`src/rtl/spi_txn_arb.sv`:
```
`default_nettype none
// ============================================================================
// Module   : spi_txn_arb
// Summary  : Round-robin arbiter that turns requester commands into single
//            SPI master transactions, with a WAIT-state hang timeout.
// Revision : 1.0
// ============================================================================
module spi_txn_arb #(
  parameter int TIMEOUT_CYC = 4096
) (
  input  logic        clk,
  input  logic        rst_n,
  input  logic        req0,
  input  logic [15:0] cmd0,
  input  logic        req1,
  input  logic [15:0] cmd1,
  output logic        gnt0,
  output logic        gnt1,
  output logic        done0,
  output logic        done1,
  output logic [15:0] rd_data,
  output logic        busy,
  output logic        timeout,
  output logic        wrt,
  output logic [15:0] cmd,
  input  logic        spi_done,
  input  logic [15:0] spi_rd_data
);

  localparam int                 c_CNT_W    = $clog2(TIMEOUT_CYC + 1);
  localparam logic [c_CNT_W-1:0] c_CNT_LAST = c_CNT_W'(TIMEOUT_CYC - 1);
  localparam logic [c_CNT_W-1:0] c_CNT_ONE  = c_CNT_W'(1);

  typedef enum logic [1:0] {
    ST_IDLE  = 2'd0,
    ST_ISSUE = 2'd1,
    ST_WAIT  = 2'd2
  } state_t;

  state_t             r_state, w_state_nxt;
  logic               r_last, w_last_nxt;
  logic               r_owner, w_owner_nxt;
  logic [c_CNT_W-1:0] r_cnt, w_cnt_nxt;
  logic [15:0]        w_cmd_nxt, w_rd_nxt;
  logic               w_gnt0_nxt, w_gnt1_nxt, w_wrt_nxt;
  logic               w_done0_nxt, w_done1_nxt, w_tmo_nxt;
  logic               w_win;

  // Contention goes to whoever did not win last; a lone request always wins.
  assign w_win = (req0 && req1) ? ~r_last : req1;

  assign busy = (r_state != ST_IDLE);

  always_ff @(posedge clk or negedge rst_n) begin
    if (!rst_n) begin
      r_state <= ST_IDLE;
      r_last  <= 1'b1;
      r_owner <= 1'b0;
      r_cnt   <= '0;
      cmd     <= 16'h0000;
      rd_data <= 16'h0000;
      gnt0    <= 1'b0;
      gnt1    <= 1'b0;
      wrt     <= 1'b0;
      done0   <= 1'b0;
      done1   <= 1'b0;
      timeout <= 1'b0;
    end else begin
      r_state <= w_state_nxt;
      r_last  <= w_last_nxt;
      r_owner <= w_owner_nxt;
      r_cnt   <= w_cnt_nxt;
      cmd     <= w_cmd_nxt;
      rd_data <= w_rd_nxt;
      gnt0    <= w_gnt0_nxt;
      gnt1    <= w_gnt1_nxt;
      wrt     <= w_wrt_nxt;
      done0   <= w_done0_nxt;
      done1   <= w_done1_nxt;
      timeout <= w_tmo_nxt;
    end
  end

  always_comb begin
    w_state_nxt = r_state;
    w_last_nxt  = r_last;
    w_owner_nxt = r_owner;
    w_cnt_nxt   = r_cnt;
    w_cmd_nxt   = cmd;
    w_rd_nxt    = rd_data;
    w_gnt0_nxt  = 1'b0;
    w_gnt1_nxt  = 1'b0;
    w_wrt_nxt   = 1'b0;
    w_done0_nxt = 1'b0;
    w_done1_nxt = 1'b0;
    w_tmo_nxt   = 1'b0;

    case (r_state)
      ST_IDLE: begin
        if (req0 || req1) begin
          w_state_nxt = ST_ISSUE;
          w_last_nxt  = w_win;
          w_owner_nxt = w_win;
          w_cmd_nxt   = w_win ? cmd1 : cmd0;
          w_gnt0_nxt  = ~w_win;
          w_gnt1_nxt  = w_win;
          w_wrt_nxt   = 1'b1;
        end
      end
      ST_ISSUE: begin
        w_state_nxt = ST_WAIT;
        w_cnt_nxt   = '0;
      end
      ST_WAIT: begin
        // Completion is checked before the limit so a late spi_done still wins.
        if (spi_done) begin
          w_state_nxt = ST_IDLE;
          w_rd_nxt    = spi_rd_data;
          w_done0_nxt = ~r_owner;
          w_done1_nxt = r_owner;
        end else if (r_cnt == c_CNT_LAST) begin
          w_state_nxt = ST_IDLE;
          w_tmo_nxt   = 1'b1;
          w_done0_nxt = ~r_owner;
          w_done1_nxt = r_owner;
        end else begin
          w_cnt_nxt = r_cnt + c_CNT_ONE;
        end
      end
      default: begin
        w_state_nxt = ST_IDLE;
      end
    endcase
  end

endmodule
`default_nettype wire

```
`config.mk`:
```
export PLATFORM = sky130hd
export DESIGN_NAME = spi_txn_arb
export DESIGN_NICKNAME = d
export VERILOG_FILES = /design/src/rtl/spi_txn_arb.sv
export SDC_FILE = /design/constraint.sdc
export NUM_CORES = 1
export LEC_CHECK = 0
export ABC_AREA = 0
export CAP_MARGIN = 10
export CORE_MARGIN = 3
export CORE_UTILIZATION = 48
export CTS_BUF_LIST = sky130_fd_sc_hd__clkbuf_4
export DETAILED_ROUTE_END_ITERATION = 8
export HOLD_SLACK_MARGIN = 0.05
export PLACE_DENSITY_LB_ADDON = 0.1
export SYNTH_ARGS = -nofsm -noshare
export SYNTH_HDL_FRONTEND = slang
export SYNTH_SLANG_ARGS = --single-unit
```
`constraint.sdc`:
```
create_clock -name clk -period 4.85 [get_ports clk]
set_input_delay 0.7275 -clock clk [delete_from_list [all_inputs] [get_ports clk]]
set_output_delay 0.7275 -clock clk [all_outputs]
set_load 0.1 [all_outputs]
```
==> summary.txt, run 1 <==
Outcome
  • Run status: complete, no violations

Floorplan
  • Cell Rows: 24
  • Die H: 76.3 um
  • Die X: 76.3 um
  • Area of the core: 4560 sq um
  • Initial core utilization: 0.520
  • Die area: 5830 sq um
  • Number of I/O pins: 92

Timing
  • Relative slew slack: 0.320
  • Fin crit period: 2880 ps
  • Setup repair after global routing missed its margin: no
  • Fin. max-slew vios: 0
  • # setup viols final: 0
  • Post-route clock period utilization: 0.594
  • Setup Skew: 11.7 ps
  • Slew @ Worst Pin: 1020 ps
  • Hold Fails Final Rpt: 0
  • Fmax achieved: 347 MHz
  • Setup_tns: 0 ps

Logic synthesis
  • Largest area contributor in the netlist: dfrtp_1
  • Synth cell types: 38
  • Top FF cell, synth: dfrtp_1
  • Most common cell in the netlist: dfrtp_1
  • Post-synthesis mux area share: 0.143
  • Adder-Cell Fraction of Synth Area: 0.00527
  • Post-synthesis sequential area ratio: 0.580
  • Yosys warnings: 0
  • XOR/XNOR Fraction of Synth Area: 0
  • Share of the synthesized area in the top cell type: 0.569
  • FFs w/ async S/R, synth: 1.00
  • Compound-Gate Fraction of Synth Area: 0.124
  • Combinational family with the most area after synthesis: multiplexers
  • Simple-Gate Fraction of Synth Area: 0.125
  • Mapped Area: 2370 sq um
  • Syn Inst Count: 190
  • Synth area leaders: dfrtp_1 (57%), mux2_2 (7.6%), mux2i_1 (6.7%)
  • Seq cells post-synth: 55
  • Syn avg cell area: 12.5 sq um
  • Post-synth EDFFs: 0
  • Syn nets: 244
  • List of most frequent post-synthesis cells: dfrtp_1 (54), nand2_1 (20), mux2_2 (16), mux2i_1 (16), o21ai_0 (13)

Critical path
  • CP Capture Type: output pin
  • CP Class: reg -> out
  • Critical path data arrival time: 2150 ps
  • Critical path's slowest cell: clkdlybuf4s50_1
  • Worst Path Required: 4120 ps
  • Crit-path max FO: 5
  • Crit-path cells: nor2_1, inv_1, clkdlybuf4s50_1
  • Worst Setup Start Kind: flop
  • Peak per-stage delay on the critical path: 1130 ps

Routing
  • Final ANT Viol Nets: 0
  • Drt wl/cell: 14.3 um
  • Vias/cell: 5.05
  • DR iter-0 viols: 114
  • Drt first pass iters: 4
  • Residual DRC: 0
  • DR vias: 1764
  • Final wirelength: 4.98 mm

Layout
  • Post-route cell area: 3410 sq um
  • Final non-filler cell total: 349
  • Area grow syn2layout: 43.7%
  • Fill count: 329
  • Ant. Diodes: 0
  • NumNets Final: 337
  • Share of layout cells above drive strength 1: 0.130

Placement
  • PortBufs: 91
  • Dpl cell area: 3350 sq um
  • Number of placed instances, taps included: 341
  • GP Congestion: 0.763
  • Detailed placer's ending HPWL: 3.68 mm

Global routing
  • Global Route Usage Sum: 0.187
  • Overflow after GRT: 0
  • Initial antenna violation count: 0
  • Largest net degree at the start of global routing: 56
  • Vias in the first global route: 1854
  • First-pass GRT wire length: 8.78 mm

Clock tree
  • CTS Buf Count: 5
  • Buffer count from post-CTS setup fixing: 0
  • CTS tree: yes
  • Post-CTS Hold Buffers: 0
  • Root Buffer: clkbuf_4
  • Clk_lat worst skew: 380 ps
  • CTS clock-pin slew for the worst setup and hold paths: 160 ps
  • Post-cts sizing count: 0
  • H-Tree Depth: 2
  • Clk sink count: 55
  • CTS Buffer Depth: 2

Job
  • Max cap viols: 0

Min path
  • Tightest Hold Check Type: in -> async
## flip-flops by register name, summed over array words and instances (netlist names)
register and cells:
cmd 16, r_owner 1, r_last 1, gnt1 1, wrt 1, timeout 1
r_cnt 13, r_state 2, done1 1, gnt0 1, done0 1, rd_data 16
## layer usage
metal | up-vias | track usage | routed length (um)
li1 | 875 | - | -
met1 | 821 | 0.230 | 2090
met5 | - | 0 | 0
met2 | 61 | 0.311 | 2450
met3 | 7 | 0.0567 | 357
met4 | 0 | 0.0652 | 80
## cell families after synthesis
| kind of cell | count (synthesis) |
|---|---|
| flip-flops | 55 |
| AND/OR/NAND/NOR | 48 |
| AO/OA/AOI/OAI | 41 |
| multiplexers | 32 |
| buffers and inverters | 13 |
| adder cells (fa/ha/maj) | 1 |
## metrics by stage
step,utilization,hold slack (ps),setup WS (ps)
floorplan,-,426,3040
global placement,0.734,446,2190
detailed placement,0.734,450,2160
CTS,0.748,452,1930
global route,0.748,481,1870
finish,0.748,444,1970
## area by class of cell
type / instances / area (sq um) / area share
flip-flops and latches: 55 / 1380 / 0.404
multi-input cells: 122 / 947 / 0.278
repair buffers: 93 / 921 / 0.270
well taps: 65 / 81.3 / 0.0238
clock buffers: 5 / 37.5 / 0.0110
clock inverters: 3 / 25.0 / 0.00733
inverters: 6 / 22.5 / 0.00660
## placed cells by master, fill, tap and decap left out, drive strengths merged, types with 3 or more instances in the layout
cell type      count
a22o               6
clkdlybuf4s50     90
nand4              4
buf                3
mux2i             16
nand2             20
a21o               8
nor2               5
nand3              4
clkbuf             5
mux2              16
o311ai             3
dfrtp             54
inv                6
o211ai             3
o21ai             14
## worst max-delay path: cells and delay by family (launching register included)
kind                   cells  cell delay, ps
buffers and inverters      2            1200
DFF                        1             470
and+or+nand+nor            1             120
## final timing paths
kind	startpoint	endpoint	slack (ps)	cells past startpoint
setup / recovery	r_state[0]$_DFFE_PN0P_	busy	1970	3
hold / removal	rst_n	r_cnt[10]$_DFFE_PN0P_	440	2
setup reg to reg	r_cnt[0]$_DFFE_PN0P_	r_cnt[1]$_DFFE_PN0P_	3010	5
hold reg to reg	r_owner$_DFFE_PN0P_	done0$_DFF_PN0_	470	1
max in group asynchronous	rst_n	r_state[0]$_DFFE_PN0P_	3960	2
min in group clk	r_owner$_DFFE_PN0P_	done0$_DFF_PN0_	470	1
Power of run 1 is not shown: default switching activity piles up to over one toggle a cycle in this logic, so the estimate is an artifact.
==> inputs of run 2 (changes only) <==
- CORE_UTILIZATION: 48 -> 45
- clock period: 4.85 -> 2.7 ns (I/O delays scaled with it)
==> run 2 against run 1 <==
Compared with the run above: routed wire length shrank 3.7%; critical path depth up 2; cell area down 2.5%; setup slack worse by 1100 ps; register-to-register slack got worse by 2100 ps; via count increased by 1.4%; critical endpoint is now r_cnt[1]$_DFFE_PN0P_; largest cell class unchanged; highest routed layer unchanged.
==> summary.txt, run 2 (synthesis results as in run 1) <==
Outcome
  • Run status: complete, no violations

Timing
  • Setup repair after global routing missed its margin: no
  • Setup Skew: 13.2 ps
  • Fin. max-slew vios: 0
  • Fmax achieved: 548 MHz
  • Hold Fails Final Rpt: 0
  • Setup_tns: 0 ps
  • # setup viols final: 0
  • Slew @ Worst Pin: 656 ps
  • PnR worst setup slack: 874 ps
  • Fin crit period: 1830 ps
  • Relative slew slack: 0.562
  • Post-route clock period utilization: 0.676

Global routing
  • Vias in the first global route: 1831
  • First-pass GRT wire length: 8.16 mm
  • Global Route Usage Sum: 0.166
  • Largest net degree at the start of global routing: 56
  • Overflow after GRT: 0
  • Initial antenna violation count: 0

Routing
  • Drt first pass iters: 4
  • Met2 routed WL: 2.26 mm
  • Final ANT Viol Nets: 0
  • DR iter-0 viols: 91
  • Drt wl/cell: 13.6 um
  • Vias/cell: 5.07
  • Max Used Layer: met4
  • Residual DRC: 0
  • M1 wire length: 2.08 mm
  • DR vias: 1789
  • Final wirelength: 4.80 mm
  • WL met3: 389 um

Critical path
  • Worst Path Required: 2990 ps
  • CP Class: reg -> reg
  • CP Capture Type: flop
  • Worst Setup Start Kind: flop
  • Critical path data arrival time: 2120 ps
  • Crit-path max FO: 9

Clock tree
  • CTS Buf Count: 5
  • Post-CTS Hold Buffers: 0
  • CTS Buffer Depth: 2
  • H-Tree Depth: 2
  • Buffer count from post-CTS setup fixing: 0
  • CTS tree: yes
  • Root Buffer: clkbuf_4
  • Clk sink count: 55
  • Clk_lat worst skew: 370 ps
  • Post-cts sizing count: 0
  • CTS clock-pin slew for the worst setup and hold paths: 150 ps

Placement
  • Pre-CTS setup slack: 642 ps
  • Dpl cell area: 3270 sq um
  • Detailed placer's ending HPWL: 3.68 mm
  • PortBufs: 91
  • GP Congestion: 0.775

Floorplan
  • Cell Rows: 25
  • Die X: 78.6 um
  • Die H: 78.6 um
  • Number of I/O pins: 92
  • Initial core utilization: 0.484
  • Die area: 6190 sq um
  • Area of the core: 4910 sq um

Job
  • Max cap viols: 0

Layout
  • Ant. Diodes: 0
  • Largest regs: cmd x16, rd_data x16, r_cnt x13
  • Post-route cell area: 3330 sq um
  • Area grow syn2layout: 40.1%
  • NumNets Final: 339
  • Most common cell after layout, fill and taps aside: dfrtp_1
  • Share of layout cells above drive strength 1: 0.273
  • Most frequent cells in the layout: dfrtp_1 (54), clkdlybuf4s50_1 (51), buf_4 (43)

Min path
  • Tightest Hold Check Type: in -> async
==> run 2: changes by cell type in the layout (fill, tap and decap cells not counted) <==
cell / previous run / this run
clkdlybuf4s50_1: 90 / 51
clkinv_2: 0 / 1
clkinv_4: 2 / 0
clkbuf_4: 5 / 6
buf_4: 2 / 43
==> run 2: per-stage QoR <==
step                std cells   util  hold slack (ps)
detailed placement        345  0.666              471
CTS                       353  0.677              146
global route              353  0.677              175
floorplan                 190      -              109
global placement          345  0.666              462
finish                    353  0.677              145
==> run 2: critical path, cell delays in order, from the launching register on <==
cell,delay (ps)
dfrtp_1,410
ha_1,210
nand3_1,250
nor4_4,480
or2b_2,230
mux2i_1,180
==> run 2: final cells by class <==
class                           count  area [sq um]
Inverter                            6          22.5
Clock inverter                      2          12.5
Sequential cell                    55          1380
Timing Repair Buffer               95           838
Fill cell                         408          1580
Clock buffer                        6          45.0
Multi-Input combinational cell    122           947
Tap cell                           67          83.8
==> run 2: worst paths after layout <==
check / start / endpoint / slack (ps) / cells past startpoint
max: r_cnt[0]$_DFFE_PN0P_ / r_cnt[1]$_DFFE_PN0P_ / 870 / 5
max reg2reg: r_cnt[0]$_DFFE_PN0P_ / r_cnt[1]$_DFFE_PN0P_ / 870 / 5
min in group clk: r_cnt[11]$_DFFE_PN0P_ / r_cnt[11]$_DFFE_PN0P_ / 490 / 1
max in group asynchronous: rst_n / r_cnt[1]$_DFFE_PN0P_ / 2130 / 2
min reg2reg: r_cnt[11]$_DFFE_PN0P_ / r_cnt[11]$_DFFE_PN0P_ / 490 / 1
min: rst_n / r_state[0]$_DFFE_PN0P_ / 140 / 2
==> run 2: layer usage <==
metal	vias to the layer above	global-route usage
li1	883	-
met1	838	0.197
met2	62	0.282
met3	6	0.0619
met4	0	0.0472
met5	-	0
Power of run 2 is left out for the same reason.
==> inputs of run 3 (changes only) <==
- clock period: 2.7 -> 1.8 ns (I/O delays scaled with it)
==> run 3 against run 2 <==
Compared with the run above: core utilization increased by 2.6 points; largest cell class unchanged; clock-buffer cell count decreased by 1; global-route usage increased by 0.53 points; routed wire length increased by 2.8%; cell area increased by 3.9%; flip-flop and latch count unchanged; register-to-register slack got worse by 730 ps; final cell count increased by 2.3%; highest routed layer unchanged; critical path type unchanged; sequential share of layout area decreased by 1.5 points; setup slack got worse by 730 ps; first-iteration DRC count decreased by 30%.
==> summary.txt, run 3 (synthesis results as in run 1) <==
Timing
  • Post-route clock period utilization: 0.919
  • Hold Fails Final Rpt: 0
  • Relative slew slack: 0.687
  • Slew @ Worst Pin: 470 ps
  • # setup viols final: 0
  • Fin. max-slew vios: 0
  • Setup repair after global routing missed its margin: no
  • Fmax achieved: 604 MHz
  • PnR worst setup slack: 145 ps
  • Fin crit period: 1650 ps
  • Setup Skew: 10.9 ps

Clock tree
  • CTS clock-pin slew for the worst setup and hold paths: 150 ps
  • CTS tree: yes
  • CTS Buf Count: 5
  • Root Buffer: clkbuf_4
  • H-Tree Depth: 2
  • CTS Buffer Depth: 2
  • Clk_lat worst skew: 370 ps
  • Buffer count from post-CTS setup fixing: 0
  • Clk sink count: 55

Critical path
  • R2r startpoint: r_cnt[0]$_DFFE_PN0P_
  • CP Capture Type: flop
  • Worst Setup Start Kind: flop
  • Crit-path max FO: 5
  • Worst r2r dst: r_cnt[4]$_DFFE_PN0P_
  • R2R Setup Slk: 150 ps
  • Critical path data arrival time: 1960 ps
  • CP startpoint: r_cnt[0]$_DFFE_PN0P_
  • Peak per-stage delay on the critical path: 410 ps
  • Crit-path cells: ha_1, nand3_2, nor4_4, buf_4, nand3b_1, mux2i_1
  • Critical path's slowest cell: dfrtp_1
  • Reg2Reg Depth: 6
  • CP Class: reg -> reg
  • Worst Path Required: 2100 ps

Global routing
  • Met2 Use GR: 0.298
  • Overflow after GRT: 0
  • Layer with the highest usage: met2
  • First-pass GRT wire length: 8.38 mm
  • Largest net degree at the start of global routing: 44
  • Vias in the first global route: 1876
  • Met3 Use GR: 0.0550
  • Initial antenna violation count: 0
  • Global routing usage on met1: 0.201
  • Global Route Usage Sum: 0.172

Floorplan
  • Initial core utilization: 0.484
  • Die X: 78.6 um
  • Die H: 78.6 um
  • Area of the core: 4910 sq um
  • Die area: 6190 sq um
  • Number of I/O pins: 92
  • Cell Rows: 25

Placement
  • GP Congestion: 0.749
  • PortBufs: 91
  • Detailed placer's ending HPWL: 3.86 mm
  • Pre-CTS setup slack: -56.2 ps
  • Dpl cell area: 3360 sq um

Layout
  • Sequential cell area: 1380 sq um
  • Ant. Diodes: 0
  • Post-route cell area: 3460 sq um
  • Area grow syn2layout: 45.5%
  • Post-layout util: 0.704
  • Largest regs: cmd x16, rd_data x16, r_cnt x13
  • Multi-input gate area: 952 sq um
  • Share of layout cells above drive strength 1: 0.293
  • Most common cell after layout, fill and taps aside: dfrtp_1
  • NumNets Final: 347
  • Fill count: 376
  • Most frequent cells in the layout: dfrtp_1 (54), clkdlybuf4s50_1 (51), buf_4 (47)

Routing
  • Final ANT Viol Nets: 0
  • DR iter-0 viols: 64
  • Vias/cell: 4.99
  • Residual DRC: 0
  • Drt wl/cell: 13.7 um
  • Drt first pass iters: 4
  • DR vias: 1803
  • Final wirelength: 4.93 mm

Min path
  • Tightest Hold Check Type: in -> async

Job
  • Max cap viols: 0

Outcome
  • Run status: complete, no violations
[run 3: layout make-up]
type                    instances  area share
well taps                      67      0.0243
clock buffers                   5      0.0109
flip-flops and latches         55       0.399
inverters                       6     0.00652
multi-input cells             122       0.276
clock inverters                 3      0.0127
repair buffers                103       0.272
[run 3: how the worst max path moves through the flow]
| stage | end | slack [ps] | depth (start not counted) |
|---|---|---|---|
| 5_1_grt | r_cnt[4]$_DFFE_PN0P_ | 10 | 6 |
| 6_report | r_cnt[4]$_DFFE_PN0P_ | 150 | 6 |
| 2_1_floorplan | r_cnt[9]$_DFFE_PN0P_ | 170 | 5 |
| 3_3_place_gp | r_cnt[11]$_DFFE_PN0P_ | -50 | 5 |
| 3_5_place_dp | r_cnt[10]$_DFFE_PN0P_ | -60 | 5 |
| 4_1_cts | r_cnt[4]$_DFFE_PN0P_ | 130 | 6 |
[run 3: worst max-delay path, delay by kind of cell, from the launching register on]
family / cells / cell delay, ps
adders and majority gates: 1 / 230
buffers and inverters: 1 / 190
DFF: 1 / 410
muxes: 1 / 170
and+or+nand+nor: 3 / 580
[run 3: metal layers]
metal | vias to the layer above | wire length, um
li1 | 894 | -
met1 | 843 | 2080
met2 | 59 | 2400
met3 | 7 | 379
met4 | 0 | 69
met5 | - | 0
[run 3: through the flow]
step / hold WS, ps / instances / setup TNS (ps)
final: 304 / 361 / 0
after global routing: 303 / 361 / 0
after floorplan: -25.6 / 190 / 0
after global placement: 183 / 352 / -97.0
after CTS: 298 / 361 / 0
after detailed placement: 193 / 352 / -181
[run 3: timing repair]
item	4_1_cts	5_1_grt
endpoints found under the hold margin	12	0
gates resized for setup	0	1
setup endpoints to repair	0	1
hold buffers	1	0
Power of run 3 is left out for the same reason.
